===== src/rtl/fptd_pkg.sv =====
// rtl/fptd_pkg.sv - shared types and constants for the FPTD result voter
// Purpose: lane/word widths, voter state encoding and frame constants
//          used by fptd_result_voter and majority5.
// Ports:   none (package).
package fptd_pkg;

   localparam int W  = 6;   // error count / output word width
   localparam int NL = 5;   // redundant lanes, vote threshold is 3

   typedef logic [W-1:0]  err_t;
   typedef logic [NL-1:0] lane_mask_t;

   typedef enum logic [2:0] {
      IDLE,
      COLLECT,
      VOTE,
      EMIT0,
      EMIT1,
      EMIT2
   } voter_state_t;

   localparam err_t NO_MAJ_CODE  = 6'h3F;
   localparam err_t MISMATCH_SAT = 6'd63;

endpackage


===== src/rtl/majority5.sv =====
// rtl/majority5.sv - combinational 3-of-5 majority vote over captured lanes
// Purpose: finds the value held by at least three present lanes and flags
//          every lane that is missing or disagrees with it.
// Ports:   vals        in   NL x W  captured lane values
//          present     in   NL      lane was captured
//          result      out  W       majority value, NO_MAJ_CODE when none
//          no_majority out  1       no value reached three votes
//          mask        out  NL      disagreeing or missing lanes
module majority5
   import fptd_pkg::*;
(
   input  logic [NL-1:0][W-1:0] vals,
   input  lane_mask_t           present,
   output err_t                 result,
   output logic                 no_majority,
   output lane_mask_t           mask
);

   // same[i][j]: lanes i and j are both present and hold equal values.
   // Only the upper triangle is computed; the lower one mirrors it.
   logic [NL-1:0][NL-1:0] same;

   always_comb begin
      same = '0;
      for (int i = 0; i < NL; i++) begin
         for (int j = i + 1; j < NL; j++) begin
            same[i][j] = present[i] && present[j] && (vals[i] == vals[j]);
            same[j][i] = same[i][j];
         end
      end
   end

   // A present lane that matches two other lanes holds a 3-vote value.
   // With five lanes only one distinct value can get there, so the
   // scan order does not matter.
   always_comb begin
      result      = NO_MAJ_CODE;
      no_majority = 1'b1;
      mask        = '0;
      for (int i = NL - 1; i >= 0; i--) begin
         if (present[i] && ($countones(same[i]) >= 2)) begin
            result      = vals[i];
            no_majority = 1'b0;
         end
      end
      for (int i = 0; i < NL; i++) begin
         mask[i] = no_majority || !present[i] || (vals[i] != result);
      end
   end

endmodule


===== src/rtl/fptd_result_voter.sv =====
// rtl/fptd_result_voter.sv - majority voter and result framer for five FPTD engines
// Purpose: captures each engine's error count, votes, and emits a 3-word
//          frame {result, {no_majority, mask}, mismatch count}.
// Ports:   Clock       in   1        system clock
//          nReset      in   1        asynchronous active-low reset
//          Start       in   1        frame launch pulse
//          Valid_Data  in   NL       per-lane result valid
//          Errors      in   NL x W   per-lane error counts
//          DOut        out  W        frame word
//          DOutValid   out  1        high for each frame word
//          Busy        out  1        high outside IDLE
//          NoMajority  out  1        last vote found no 3-vote value
module fptd_result_voter
   import fptd_pkg::*;
#(
   parameter int TMAX = 255
)
(
   input  logic                 Clock,
   input  logic                 nReset,
   input  logic                 Start,
   input  logic [NL-1:0]        Valid_Data,
   input  logic [NL-1:0][W-1:0] Errors,
   output err_t                 DOut,
   output logic                 DOutValid,
   output logic                 Busy,
   output logic                 NoMajority
);

   localparam int              TW     = $clog2(TMAX + 1);
   localparam logic [TW-1:0]   T_LAST = TW'(TMAX - 1);

   voter_state_t         state, next_state;
   lane_mask_t           flags;
   logic [NL-1:0][W-1:0] cap_vals;
   logic [TW-1:0]        timer;
   lane_mask_t           mask_r;
   err_t                 mismatch_cnt;

   err_t                 vote_result;
   logic                 vote_no_maj;
   lane_mask_t           vote_mask;

   // Lanes whose valid arrives this cycle count as captured for the exit test,
   // so VOTE follows the last valid by exactly one cycle.
   logic                 all_in;
   assign all_in = &(flags | Valid_Data);

   majority5 u_majority5 (
      .vals        (cap_vals),
      .present     (flags),
      .result      (vote_result),
      .no_majority (vote_no_maj),
      .mask        (vote_mask)
   );

   always_ff @(posedge Clock or negedge nReset) begin
      if (!nReset) begin
         state <= IDLE;
      end else begin
         state <= next_state;
      end
   end

   always_comb begin
      next_state = state;
      case (state)
         IDLE:    if (Start) next_state = COLLECT;
         COLLECT: if (all_in || (timer == T_LAST)) next_state = VOTE;
         VOTE:    next_state = EMIT0;
         EMIT0:   next_state = EMIT1;
         EMIT1:   next_state = EMIT2;
         EMIT2:   next_state = IDLE;
         default: next_state = IDLE;
      endcase
   end

   // Output words are loaded one state ahead so DOut/DOutValid are
   // registered yet line up with the EMIT states.
   always_ff @(posedge Clock or negedge nReset) begin
      if (!nReset) begin
         flags        <= '0;
         cap_vals     <= '0;
         timer        <= '0;
         mask_r       <= '0;
         mismatch_cnt <= '0;
         DOut         <= '0;
         DOutValid    <= 1'b0;
         Busy         <= 1'b0;
         NoMajority   <= 1'b0;
      end else begin
         Busy      <= (next_state != IDLE);
         DOutValid <= 1'b0;
         case (state)
            IDLE: begin
               if (Start) begin
                  flags    <= '0;
                  cap_vals <= '0;
                  timer    <= '0;
               end
            end
            COLLECT: begin
               timer <= timer + 1'b1;
               for (int i = 0; i < NL; i++) begin
                  if (Valid_Data[i] && !flags[i]) begin
                     flags[i]    <= 1'b1;
                     cap_vals[i] <= Errors[i];
                  end
               end
            end
            VOTE: begin
               DOut       <= vote_result;
               DOutValid  <= 1'b1;
               NoMajority <= vote_no_maj;
               mask_r     <= vote_mask;
               if ((vote_mask != '0) && (mismatch_cnt != MISMATCH_SAT)) begin
                  mismatch_cnt <= mismatch_cnt + 1'b1;
               end
            end
            EMIT0: begin
               DOut      <= {NoMajority, mask_r};
               DOutValid <= 1'b1;
            end
            EMIT1: begin
               DOut      <= mismatch_cnt;
               DOutValid <= 1'b1;
            end
            default: ;
         endcase
      end
   end

endmodule


===== config.mk =====
export PLATFORM = sky130hd
export DESIGN_NAME = fptd_result_voter
export DESIGN_NICKNAME = d
export VERILOG_FILES = /design/src/rtl/fptd_pkg.sv /design/src/rtl/majority5.sv /design/src/rtl/fptd_result_voter.sv
export SDC_FILE = /design/constraint.sdc
export NUM_CORES = 1
export LEC_CHECK = 0
export BUFFER_PORTS_ARGS = -buffer_cell sky130_fd_sc_hd__buf_2
export CORE_AREA = 2 2 117 119
export CTS_CLUSTER_SIZE = 12
export DETAILED_ROUTE_END_ITERATION = 12
export DIE_AREA = 0 0 119 121
export PLACE_DENSITY_LB_ADDON = 0.1
export REMOVE_ABC_BUFFERS = 1
export SLEW_MARGIN = 20
export SYNTH_ARGS = -nofsm -noshare
export SYNTH_HDL_FRONTEND = slang
export SYNTH_SLANG_ARGS = --single-unit

===== constraint.sdc =====
create_clock -name Clock -period 5.2 [get_ports Clock]
set_input_delay 1.04 -clock Clock [delete_from_list [all_inputs] [get_ports Clock]]
set_output_delay 1.04 -clock Clock [all_outputs]
set_load 0.05 [all_outputs]

==> results.rst <==
.. list-table::
   :header-rows: 1

   * - Metric
     - Value
   * - Met1 GRT Util
     - 37.2%
   * - Clk sink count
     - 66
   * - Share of synthesized area occupied by flip-flops and latches
     - 32.1%
   * - Final hold violation count
     - 0
   * - Type of the worst setup path
     - flip-flop to flip-flop
   * - Post-synthesis average cell area
     - ~8.0 µm²
   * - Total global routing overflow
     - 0
   * - Buffer depth of the longest clock path
     - 2
   * - # port buffers
     - 46
   * - Mapped cell area
     - around 0.0051 mm²
   * - Fraction of layout instances using a drive strength above 1
     - between 20% and 30%
   * - Required arrival time at the worst endpoint
     - approximately 5.4 ns
   * - Count of TritonRoute iterations in the first routing pass
     - 5
   * - Cell at the root of the clock tree
     - sky130_fd_sc_hd__clkbuf_16
   * - Max Clock Freq
     - 204 MHz
   * - Cell with the most instances after synthesis
     - sky130_fd_sc_hd__nand2_1
   * - Relative slew slack
     - a little under half
   * - Flops & latches, synth
     - between 60 and 70
   * - Leading cell types by total area after synthesis
     - sky130_fd_sc_hd__dfrtp_1 (32%), sky130_fd_sc_hd__nand2_1 (8.9%), sky130_fd_sc_hd__xor2_1 (6.5%)
   * - FILL cells
     - roughly 1,300
   * - Ant. Diodes
     - 0
   * - DP Worst Slack
     - 0.176 ns
   * - Initial antenna violation count
     - 0
   * - Number of vias in the routed layout
     - approximately 5,200
   * - Y dimension of the die
     - between 100 and 150 µm
   * - Layer carrying the most global-route usage
     - met2
   * - HPWL after detailed placement
     - 13.9 mm
   * - Arrival time at the worst endpoint
     - just over 5 ns
   * - Largest fanout of any net on the critical path
     - 7
   * - CTS clock-pin slew for the worst setup and hold paths
     - about 0.060 ns
   * - Final cycle utilization of the critical path
     - between 90% and 100%
   * - Average via count per standard cell
     - 5.76
   * - Std-Cell Rows
     - 42
   * - Total of warnings raised by yosys
     - 0
   * - Worst IR Drop VDD
     - approximately 280 µV
   * - Total DRC errors in the routed layout
     - 0
   * - Number of instances in the synthesized netlist
     - about 640
   * - Initial Util
     - about 39%
   * - Clock period minus final worst setup slack
     - approximately 5 ns
   * - Area occupied by multi-input gates
     - between 0.003 and 0.004 mm²
   * - Crit-path cells
     - xor2_1 -> or4_1 -> nor3_1 -> ha_1 -> nand2_1 -> fa_1 -> a21boi_0 -> buf_4 -> nand3b_1 -> o221ai_1 -> o211a_1 -> o21ai_1 -> o21ai_2 -> buf_4 -> xor2_1 -> nand4_2 -> nor3_2 -> a21oi_1 -> mux2_1
   * - Gp weighted congestion
     - roughly 0.96
   * - Async set-or-reset flop fraction in the synthesized netlist
     - between 90% and 100%
   * - Fin util
     - between 40% and 50%
   * - Sequential cell area
     - about 0.0017 mm²
   * - Worst-skew pair later-pin latency
     - approximately 0.35 ns
   * - Avg WL per Cell
     - about 20 µm
   * - Number of global-route vias before repair
     - 4,996
   * - Count of nets after finishing
     - approximately 780
   * - Origin of the critical flop-to-flop path
     - cap_vals[9]
   * - Synth-to-layout area growth
     - 21.8%
   * - Launching element of the worst setup path
     - cap_vals[9]
   * - Wirelength, routed
     - 18.4 mm
   * - Share of the synthesized area in the top cell type
     - approximately a third
   * - Worst min-delay path category
     - flip-flop to flip-flop
   * - Wire length of the first global-routing pass
     - slightly below 30 mm
   * - Total die area
     - about 0.014 mm²
   * - Power density over cell area
     - ~620 mW/mm²
   * - I/O pin count
     - 47
   * - Library cell occupying the most area in the post-synthesis netlist
     - sky130_fd_sc_hd__dfrtp_1
   * - TritonCTS clock tree
     - done
   * - Top cells by instance count after synthesis
     - sky130_fd_sc_hd__nand2_1 (122), sky130_fd_sc_hd__dfrtp_1 (66), sky130_fd_sc_hd__nand3_1 (55)
   * - Number of endpoints failing setup at the final stage
     - 0
   * - Number of violations reported at the end of detailed-routing iteration 0
     - approximately 530
   * - Count of flip-flops with a built-in enable after synthesis
     - 0
   * - Leakage power summed over all cells
     - 2.99 nW
   * - Max stage delay on crit path
     - a little over 0.6 ns
   * - Pin slew with the least headroom to its limit
     - 0.788 ns
   * - Worst clock skew
     - between 0.008 and 0.009 ns
   * - Number of max-cap violations
     - 0
   * - Max-slew violation count
     - 0
   * - Run status
     - complete, no violations
   * - Highest-delay cell along the critical path
     - sky130_fd_sc_hd__or4_1
   * - Met2 Use GR
     - between 40% and 50%
   * - Hold wc startpoint
     - mask_r[3]
   * - Core region area
     - about 0.013 mm²
   * - Total track usage
     - about a quarter
   * - Routed Antenna Nets
     - 0
   * - Top_reg_cell synth
     - sky130_fd_sc_hd__dfrtp_1
   * - Largest net degree at the start of global routing
     - 43
   * - Htree depth
     - 3
   * - Unique masters post-synth
     - between 70 and 80
   * - Horizontal die dimension
     - between 100 and 150 µm
   * - Startpoint type of the worst setup path
     - flip-flop
   * - Final Hold Slack
     - around 0.48 ns
   * - Worst setup slack after layout
     - between 0.2 and 0.3 ns
   * - Fraction of met3 tracks used by global routing
     - 4.70%
   * - Crit path capture type
     - flip-flop
   * - Inserted Clock Buffers
     - 9
[cell usage in the layout (no fill, tap or decap), types with 3 or more instances in the layout]
cell                        count
sky130_fd_sc_hd__a211o_1        3
sky130_fd_sc_hd__a21oi_1        5
sky130_fd_sc_hd__a22oi_1        3
sky130_fd_sc_hd__a31oi_1        3
sky130_fd_sc_hd__and3_1         3
sky130_fd_sc_hd__buf_2         45
sky130_fd_sc_hd__buf_4         78
sky130_fd_sc_hd__clkbuf_16      9
sky130_fd_sc_hd__clkbuf_8       3
sky130_fd_sc_hd__dfrtp_1       64
sky130_fd_sc_hd__ha_1          13
sky130_fd_sc_hd__inv_1         16
sky130_fd_sc_hd__nand2_1      122
sky130_fd_sc_hd__nand2b_1       6
sky130_fd_sc_hd__nand3_1       54
sky130_fd_sc_hd__nand3b_1       8
sky130_fd_sc_hd__nand4_1        9
sky130_fd_sc_hd__nor2_1        25
sky130_fd_sc_hd__nor3_1        15
sky130_fd_sc_hd__nor3b_1        7
sky130_fd_sc_hd__nor4_1        15
sky130_fd_sc_hd__o211ai_1      10
sky130_fd_sc_hd__o21a_1         3
sky130_fd_sc_hd__o21ai_0       41
sky130_fd_sc_hd__o21ai_1        4
sky130_fd_sc_hd__o221ai_1       4
sky130_fd_sc_hd__o22ai_1        6
sky130_fd_sc_hd__o2bb2ai_1      3
sky130_fd_sc_hd__o311ai_0       5
sky130_fd_sc_hd__o31ai_1        4
sky130_fd_sc_hd__or3_1         10
sky130_fd_sc_hd__xnor2_1       32
sky130_fd_sc_hd__xor2_1        38
[state kept, by name, indices dropped and copies added (netlist names)]
signal,count
NoMajority,1
mismatch_cnt,6
flags,5
state,3
DOut,6
cap_vals,30
Busy,1
timer,8
mask_r,5
DOutValid,1
[path summary, 6_finish.rpt]
path	end	slack, ns	cells past startpoint
hold / removal	mask_r[3]	0.48	2
max in group asynchronous	cap_vals[1]	3.71	2
setup / recovery	mismatch_cnt[1]	0.29	19
hold reg to reg	mask_r[3]	0.48	2
setup reg to reg	mismatch_cnt[1]	0.29	19
min in group asynchronous	DOut[4]	0.70	1
[layer usage]
layer,routed length (µm),share of wire (%),up-vias
met3,1260,6.9,42
met5,0,0,-
met1,8420,46,2507
li1,-,-,2454
met4,475,2.6,0
met2,8190,45,205
[what timing repair did]
action                                  CTS  global route
gates resized for setup                   0             7
endpoints found under the setup margin    0             6
hold buffers                              0             0
setup buffers                             0             2
[worst max-delay path: cells and delay by family, from the launching register on]
family	cells	cell delay, ns
flip-flops	1	0.52
adder cells (fa/ha/maj)	2	0.71
XOR/XNOR	2	0.37
buffers and inverters	2	0.34
AO/OA/AOI/OAI	6	1.02
AND/OR/NAND/NOR	6	1.51
multiplexers	1	0.33
[logic make-up (layout without fill, tap and decap cells)]
| family | after synthesis | in the layout | synth area share (%) |
|---|---|---|---|
| simple gates | 290 | 290 | 27.6 |
| xor+xnor | 70 | 70 | 11.9 |
| flops | 66 | 66 | 32.1 |
| mux | 5 | 5 | 1.12 |
| compound gates | 128 | 128 | 18.1 |
| buf+inv | 68 | 155 | 5.69 |
| fa+ha+maj | 14 | 14 | 3.55 |
[metrics by stage]
step / power [mW] / std cells / cell area (µm²) / setup TNS, ns
after floorplan: 2.34 / 589 / 4910 / 0
after global placement: 3.20 / 886 / 5930 / 0
after detailed placement: 3.20 / 886 / 5930 / 0
after CTS: 3.83 / 902 / 6230 / 0
after global routing: 4.14 / 904 / 6270 / -0.00685
final: 3.86 / 904 / 6270 / 0
[power breakdown]
| part | switching [mW] | total (mW) | leakage (nW) | internal, mW |
|---|---|---|---|---|
| clock | 0.250 | 0.615 | 0.142 | 0.365 |
| combinational | 1.22 | 2.06 | 2.00 | 0.834 |
| sequential | 0.446 | 1.18 | 0.841 | 0.738 |
| total | 1.92 | 3.86 | 2.99 | 1.94 |
[cell type report]
| type | instances | share of cell area (%) |
|---|---|---|
| clock inverters | 4 | 0.519 |
| repair buffers | 123 | 12.9 |
| clock buffers | 12 | 4.25 |
| multi-input cells | 507 | 51.4 |
| inverters | 16 | 0.958 |
| flip-flops and latches | 66 | 26.4 |
| well taps | 176 | 3.51 |
Note: power is estimated with default switching activity, not from simulation.
